## src/rtl/key_event_queue.sv

```systemverilog
// PS/2 scan-code parser for the A/S/D game keys: tracks held state and queues
// press/release events in a small FIFO, generating the keyboard read pulse itself.
module key_event_queue #(
   parameter int unsigned DEPTH = 4
) (
   input  logic       CLOCK_50,
   input  logic       resetn,
   input  logic [7:0] scan_code,
   input  logic       scan_ready,
   output logic       read,
   output logic       ev_valid,
   output logic [2:0] ev_data,
   input  logic       ev_ready,
   output logic [2:0] held,
   output logic       overflow
);

   localparam int unsigned AW = $clog2(DEPTH);
   localparam int unsigned PW = AW + 1;

   localparam logic [7:0] CODE_BRK = 8'hF0;
   localparam logic [7:0] CODE_EXT = 8'hE0;
   localparam logic [7:0] CODE_A   = 8'h1C;
   localparam logic [7:0] CODE_S   = 8'h1B;
   localparam logic [7:0] CODE_D   = 8'h23;

   typedef enum logic [1:0] {IDLE, BRK, EXT, EXT_BRK} state_t;

   state_t          state_q, state_d;
   logic            s1_q, s2_q, s3_q;
   logic [2:0]      held_q, held_d;
   logic            ovf_q, ovf_d;
   logic            read_q;
   logic [PW-1:0]   wptr_q, wptr_d, rptr_q, rptr_d;
   logic [2:0]      mem_q [DEPTH];

   logic            strobe_c;
   logic [2:0]      key_oh_c;
   logic [1:0]      key_idx_c;
   logic            key_hit_c, key_held_c;
   logic            push_c, push_rel_c;
   logic            pop_c, full_c, wr_en_c, drop_c;

   assign strobe_c = s2_q & ~s3_q;

   // Map the three game keys to a one-hot held mask and an event key index
   always_comb begin
      key_oh_c  = '0;
      key_idx_c = '0;
      case (scan_code)
         CODE_A: begin key_oh_c = 3'b001; key_idx_c = 2'd0; end
         CODE_S: begin key_oh_c = 3'b010; key_idx_c = 2'd1; end
         CODE_D: begin key_oh_c = 3'b100; key_idx_c = 2'd2; end
         default: ;
      endcase
   end

   assign key_hit_c  = |key_oh_c;
   assign key_held_c = |(held_q & key_oh_c);

   // Prefix parser; held state follows key transitions even when the FIFO drops them
   always_comb begin
      state_d    = state_q;
      held_d     = held_q;
      push_c     = 1'b0;
      push_rel_c = 1'b0;
      if (strobe_c) begin
         case (state_q)
            IDLE: begin
               if (scan_code == CODE_BRK)      state_d = BRK;
               else if (scan_code == CODE_EXT) state_d = EXT;
               else if (key_hit_c && !key_held_c) begin
                  held_d = held_q | key_oh_c;
                  push_c = 1'b1;
               end
            end
            BRK: begin
               if (scan_code == CODE_BRK)      state_d = BRK;
               else if (scan_code == CODE_EXT) state_d = EXT;
               else begin
                  state_d = IDLE;
                  if (key_hit_c && key_held_c) begin
                     held_d     = held_q & ~key_oh_c;
                     push_c     = 1'b1;
                     push_rel_c = 1'b1;
                  end
               end
            end
            EXT: begin
               state_d = (scan_code == CODE_BRK) ? EXT_BRK : IDLE;
            end
            EXT_BRK: begin
               state_d = IDLE;
            end
         endcase
      end
   end

   assign full_c  = (wptr_q[AW] != rptr_q[AW]) && (wptr_q[AW-1:0] == rptr_q[AW-1:0]);
   assign pop_c   = ev_valid & ev_ready;
   assign wr_en_c = push_c & (~full_c | pop_c);
   assign drop_c  = push_c & full_c & ~pop_c;
   assign wptr_d  = wptr_q + PW'(wr_en_c);
   assign rptr_d  = rptr_q + PW'(pop_c);
   assign ovf_d   = ovf_q | drop_c;

   always_ff @(posedge CLOCK_50 or negedge resetn) begin
      if (!resetn) begin
         s1_q    <= 1'b0;
         s2_q    <= 1'b0;
         s3_q    <= 1'b0;
         state_q <= IDLE;
         held_q  <= '0;
         ovf_q   <= 1'b0;
         read_q  <= 1'b0;
         wptr_q  <= '0;
         rptr_q  <= '0;
         for (int i = 0; i < int'(DEPTH); i++) mem_q[i] <= '0;
      end else begin
         s1_q    <= scan_ready;
         s2_q    <= s1_q;
         s3_q    <= s2_q;
         state_q <= state_d;
         held_q  <= held_d;
         ovf_q   <= ovf_d;
         read_q  <= strobe_c;
         wptr_q  <= wptr_d;
         rptr_q  <= rptr_d;
         if (wr_en_c) mem_q[wptr_q[AW-1:0]] <= {push_rel_c, key_idx_c};
      end
   end

   assign read     = read_q;
   assign held     = held_q;
   assign overflow = ovf_q;
   assign ev_valid = (wptr_q != rptr_q);
   assign ev_data  = mem_q[rptr_q[AW-1:0]];

endmodule

```

## config.mk

```make
export PLATFORM = sky130hd
export DESIGN_NAME = key_event_queue
export DESIGN_NICKNAME = d
export VERILOG_FILES = /design/src/rtl/key_event_queue.sv
export SDC_FILE = /design/constraint.sdc
export NUM_CORES = 1
export LEC_CHECK = 0
export ABC_AREA = 1
export CORE_AREA = 2 2 64 66
export DETAILED_ROUTE_END_ITERATION = 8
export DIE_AREA = 0 0 66 68
export PLACE_DENSITY = 0.69
export SLEW_MARGIN = 10
export SYNTH_ARGS = -nofsm -noshare
export SYNTH_HDL_FRONTEND = slang
export SYNTH_SLANG_ARGS = --single-unit
```

## constraint.sdc

```tcl
create_clock -name CLOCK_50 -period 1.4 [get_ports CLOCK_50]
set_input_delay 0.35 -clock CLOCK_50 [delete_from_list [all_inputs] [get_ports CLOCK_50]]
set_output_delay 0.35 -clock CLOCK_50 [all_outputs]
set_load 0.01 [all_outputs]
```

==> impl_metrics.env <==
export IMPL_rrSetupSlack_ps=-250
export IMPL_clk_latency_ps=270
export IMPL_setup_viol_count_final=22
export IMPL_grt_max_degree=29
export IMPL_h_tree_depth=1
export IMPL_core_area_um2=3860
export IMPL_critPathCaptureType="flop"
export IMPL_skew_ps=2.45
export IMPL_stdcell_area_um2=2890
export IMPL_drt_met1_wl_um=2240
export IMPL_slew_violations=0
export IMPL_cp_required_ps=1610
export IMPL_vdd_drop_max_mv=1.19
export IMPL_cap_violations=0
export IMPL_grtUsageTotal_pct=21.5
export IMPL_final_cell_mix="47 x buf_4, 38 x nand2_1, 26 x dfrtp_1"
export IMPL_crit_top_cell="nand2_1"
export IMPL_clk_pin_slew_ps=90
export IMPL_cts_buffer_depth=2
export IMPL_floorplan_rows=23
export IMPL_cts_root_buffer="clkbuf_8"
export IMPL_slowest_delay_ps=410
export IMPL_ys_seq_elements=28
export IMPL_grt_pass1_vias=1724
export IMPL_initial_utilization_pct=44.0
export IMPL_switchingPower_mw=1.23
export IMPL_mostFrequentLayoutCell="buf_4"
export IMPL_slowest_stage="dfrtp_1"
export IMPL_finish_utilization_pct=74.9
export IMPL_status="complete, but fails checks"
export IMPL_ant_nets=0
export IMPL_p_clk_share_pct=15.6
export IMPL_fillers=237
export IMPL_fin_nets=320
export IMPL_met2WireLength_um=2710
export IMPL_seqPwrFrac_pct=31.0
export IMPL_routed_wl_um=5300
export IMPL_power_total_mw=3.21
export IMPL_die_h_um=68
export IMPL_pwr_density_cell_nw_per_um2=1110
export IMPL_failed_checks="negative setup slack"
export IMPL_placed_area_um2=2320
export IMPL_viasPerCell=5.22
export IMPL_port_buffers=20
export IMPL_dr_pass1_iters=4
export IMPL_drt_initial_drc_count=102
export IMPL_syn_area_um2=1700
export IMPL_dpl_hpwl_um=3080
export IMPL_synth_cell_type_count=26
export IMPL_worst_pin_slew_ps=306
export IMPL_synth_area_per_cell_um2=7.54
export IMPL_rsz0062_at_grt="yes"
export IMPL_cp_max_fo=3
export IMPL_instances_no_fill=353
export IMPL_finalHoldViolCount=0
export IMPL_synthCells=225
export IMPL_highest_layer="met4"
export IMPL_crit_arrival_ps=1860
export IMPL_fin_ws_ps=-251
export IMPL_p_comb_share_pct=53.4
export IMPL_maxSlewHeadroom_pct=79.5
export IMPL_wl_met3_um=240
export IMPL_path_class="reg2reg"
export IMPL_gp_congestion=0.848
export IMPL_tritoncts="built"
export IMPL_crit_path_start_kind="flop"
export IMPL_finalCritPeriodShare_pct=118
export IMPL_die_w_um=66
export IMPL_num_antenna_cells=0
export IMPL_areaGrowthSynthToFinish_pct=70.4
export IMPL_antenna_found_initial=0
export IMPL_multi_input_area_um2=1220
export IMPL_grt_pass1_wl_um=7430
export IMPL_cp_cell_sequence="nand4_1 > nand3_2 > a21oi_1 > nand3_1 > nand2_1 > nand2_1 > nor2_1 > ha_2 > ha_4 > xor2_1"
export IMPL_period_needed_ps=1650
export IMPL_layout_drive_gt1_share_pct=53.5
export IMPL_hp_class="reg2reg"
export IMPL_synth_warnings=0
export IMPL_clock_sinks=28
export IMPL_drcViolationCount=0
export IMPL_ys_seq_area_share_pct=41.3
export IMPL_swShare_pct=38.3
export IMPL_globalRouteOverflowTotal=0
export IMPL_holdWs_ps=371
export IMPL_placed_cells=332
export IMPL_die_area_um2=4490
export IMPL_fmax_ghz=0.606
export IMPL_p_int_mw=1.98
export IMPL_syn_num_nets=241
export IMPL_num_vias=1842
export IMPL_p_leak_nw=1.43
export IMPL_wl_per_cell_um=15.0
export IMPL_regArea_um2=703
export IMPL_cts_hold_fix_buffers=0
export IMPL_ioPinCount=21
export IMPL_numCtsBuffers=3
==> final timing paths <==
| path | startpoint | endpoint | cells past startpoint |
|---|---|---|---|
| setup reg to reg | flop | wptr_q[2] | 10 |
| max in group asynchronous | resetn | rptr_q[0] | 2 |
| min in group asynchronous | resetn | mem_q[2] | 2 |
| setup / recovery | flop | wptr_q[2] | 10 |
| hold / removal | s1_q | s2_q | 0 |
| hold reg to reg | s1_q | s2_q | 0 |
==> cells by family after synthesis <==
logic type / share of synthesized area [%]
AO/OA/AOI/OAI: 6.57
XOR/XNOR: 2.58
adder cells (fa/ha/maj): 2.95
buffers and inverters: 9.23
flip-flops: 41.3
AND/OR/NAND/NOR: 37.3
==> critical path, delay by kind of cell (launching register included) <==
kind	cells	cell delay [ps]
compound gates	1	140
xor+xnor	1	130
fa+ha+maj	2	320
flops	1	410
simple gates	6	570
==> power groups by stage <==
stage                     Combinational, mW  Clock, mW  Sequential [mW]
after floorplan                       0.600          0            0.963
after CTS                              1.35      0.512            0.987
final                                  1.72      0.502            0.997
after global placement                 1.11          0            0.984
after global routing                   1.85      0.541             1.01
after detailed placement               1.13          0            0.985
==> synthesized netlist by cell type, drive strengths merged <==
cell     n  share of area (%)
nand2   58                 14
inv     36                8.0
nor2    34                9.4
dfrtp   28                 41
nand4   22                8.1
nand3   16                5.3
o21ai    8                2.6
ha       4                3.0
a21oi    3                1.6
buf      3                1.3
o22ai    3                1.1
xnor2    3                1.6
nor3     2               0.89
xor2     2                1.0
a22oi    1               0.44
o211ai   1               0.44
o21bai   1               0.44
==> repair_timing <==
action,4_1_cts,5_1_grt
hold endpoints to repair,0,0
setup buffers,6,11
gates cloned,1,0
pin swaps,32,42
setup endpoints to repair,32,30
gates resized for setup,102,91
==> layout make-up <==
type | instances | area share [%]
inverters | 36 | 5.80
clock buffers | 4 | 1.91
flip-flops and latches | 28 | 24.3
multi-input cells | 158 | 42.1
repair buffers | 77 | 23.7
well taps | 50 | 2.17
==> routing by layer <==
| metal | GRT usage, % | vias up |
|---|---|---|
| li1 | - | 887 |
| met1 | 27.4 | 885 |
| met2 | 38.0 | 60 |
| met3 | 3.45 | 10 |
| met4 | 5.87 | 0 |
| met5 | 0 | - |
==> stage by stage <==
step	worst slack (ps)	setup TNS, ps
floorplan	-228	-971
global placement	-889	-18200
detailed placement	-947	-18740
CTS	-250	-3160
global route	-303	-5260
finish	-251	-3410
(Power assumes the default switching activity.)
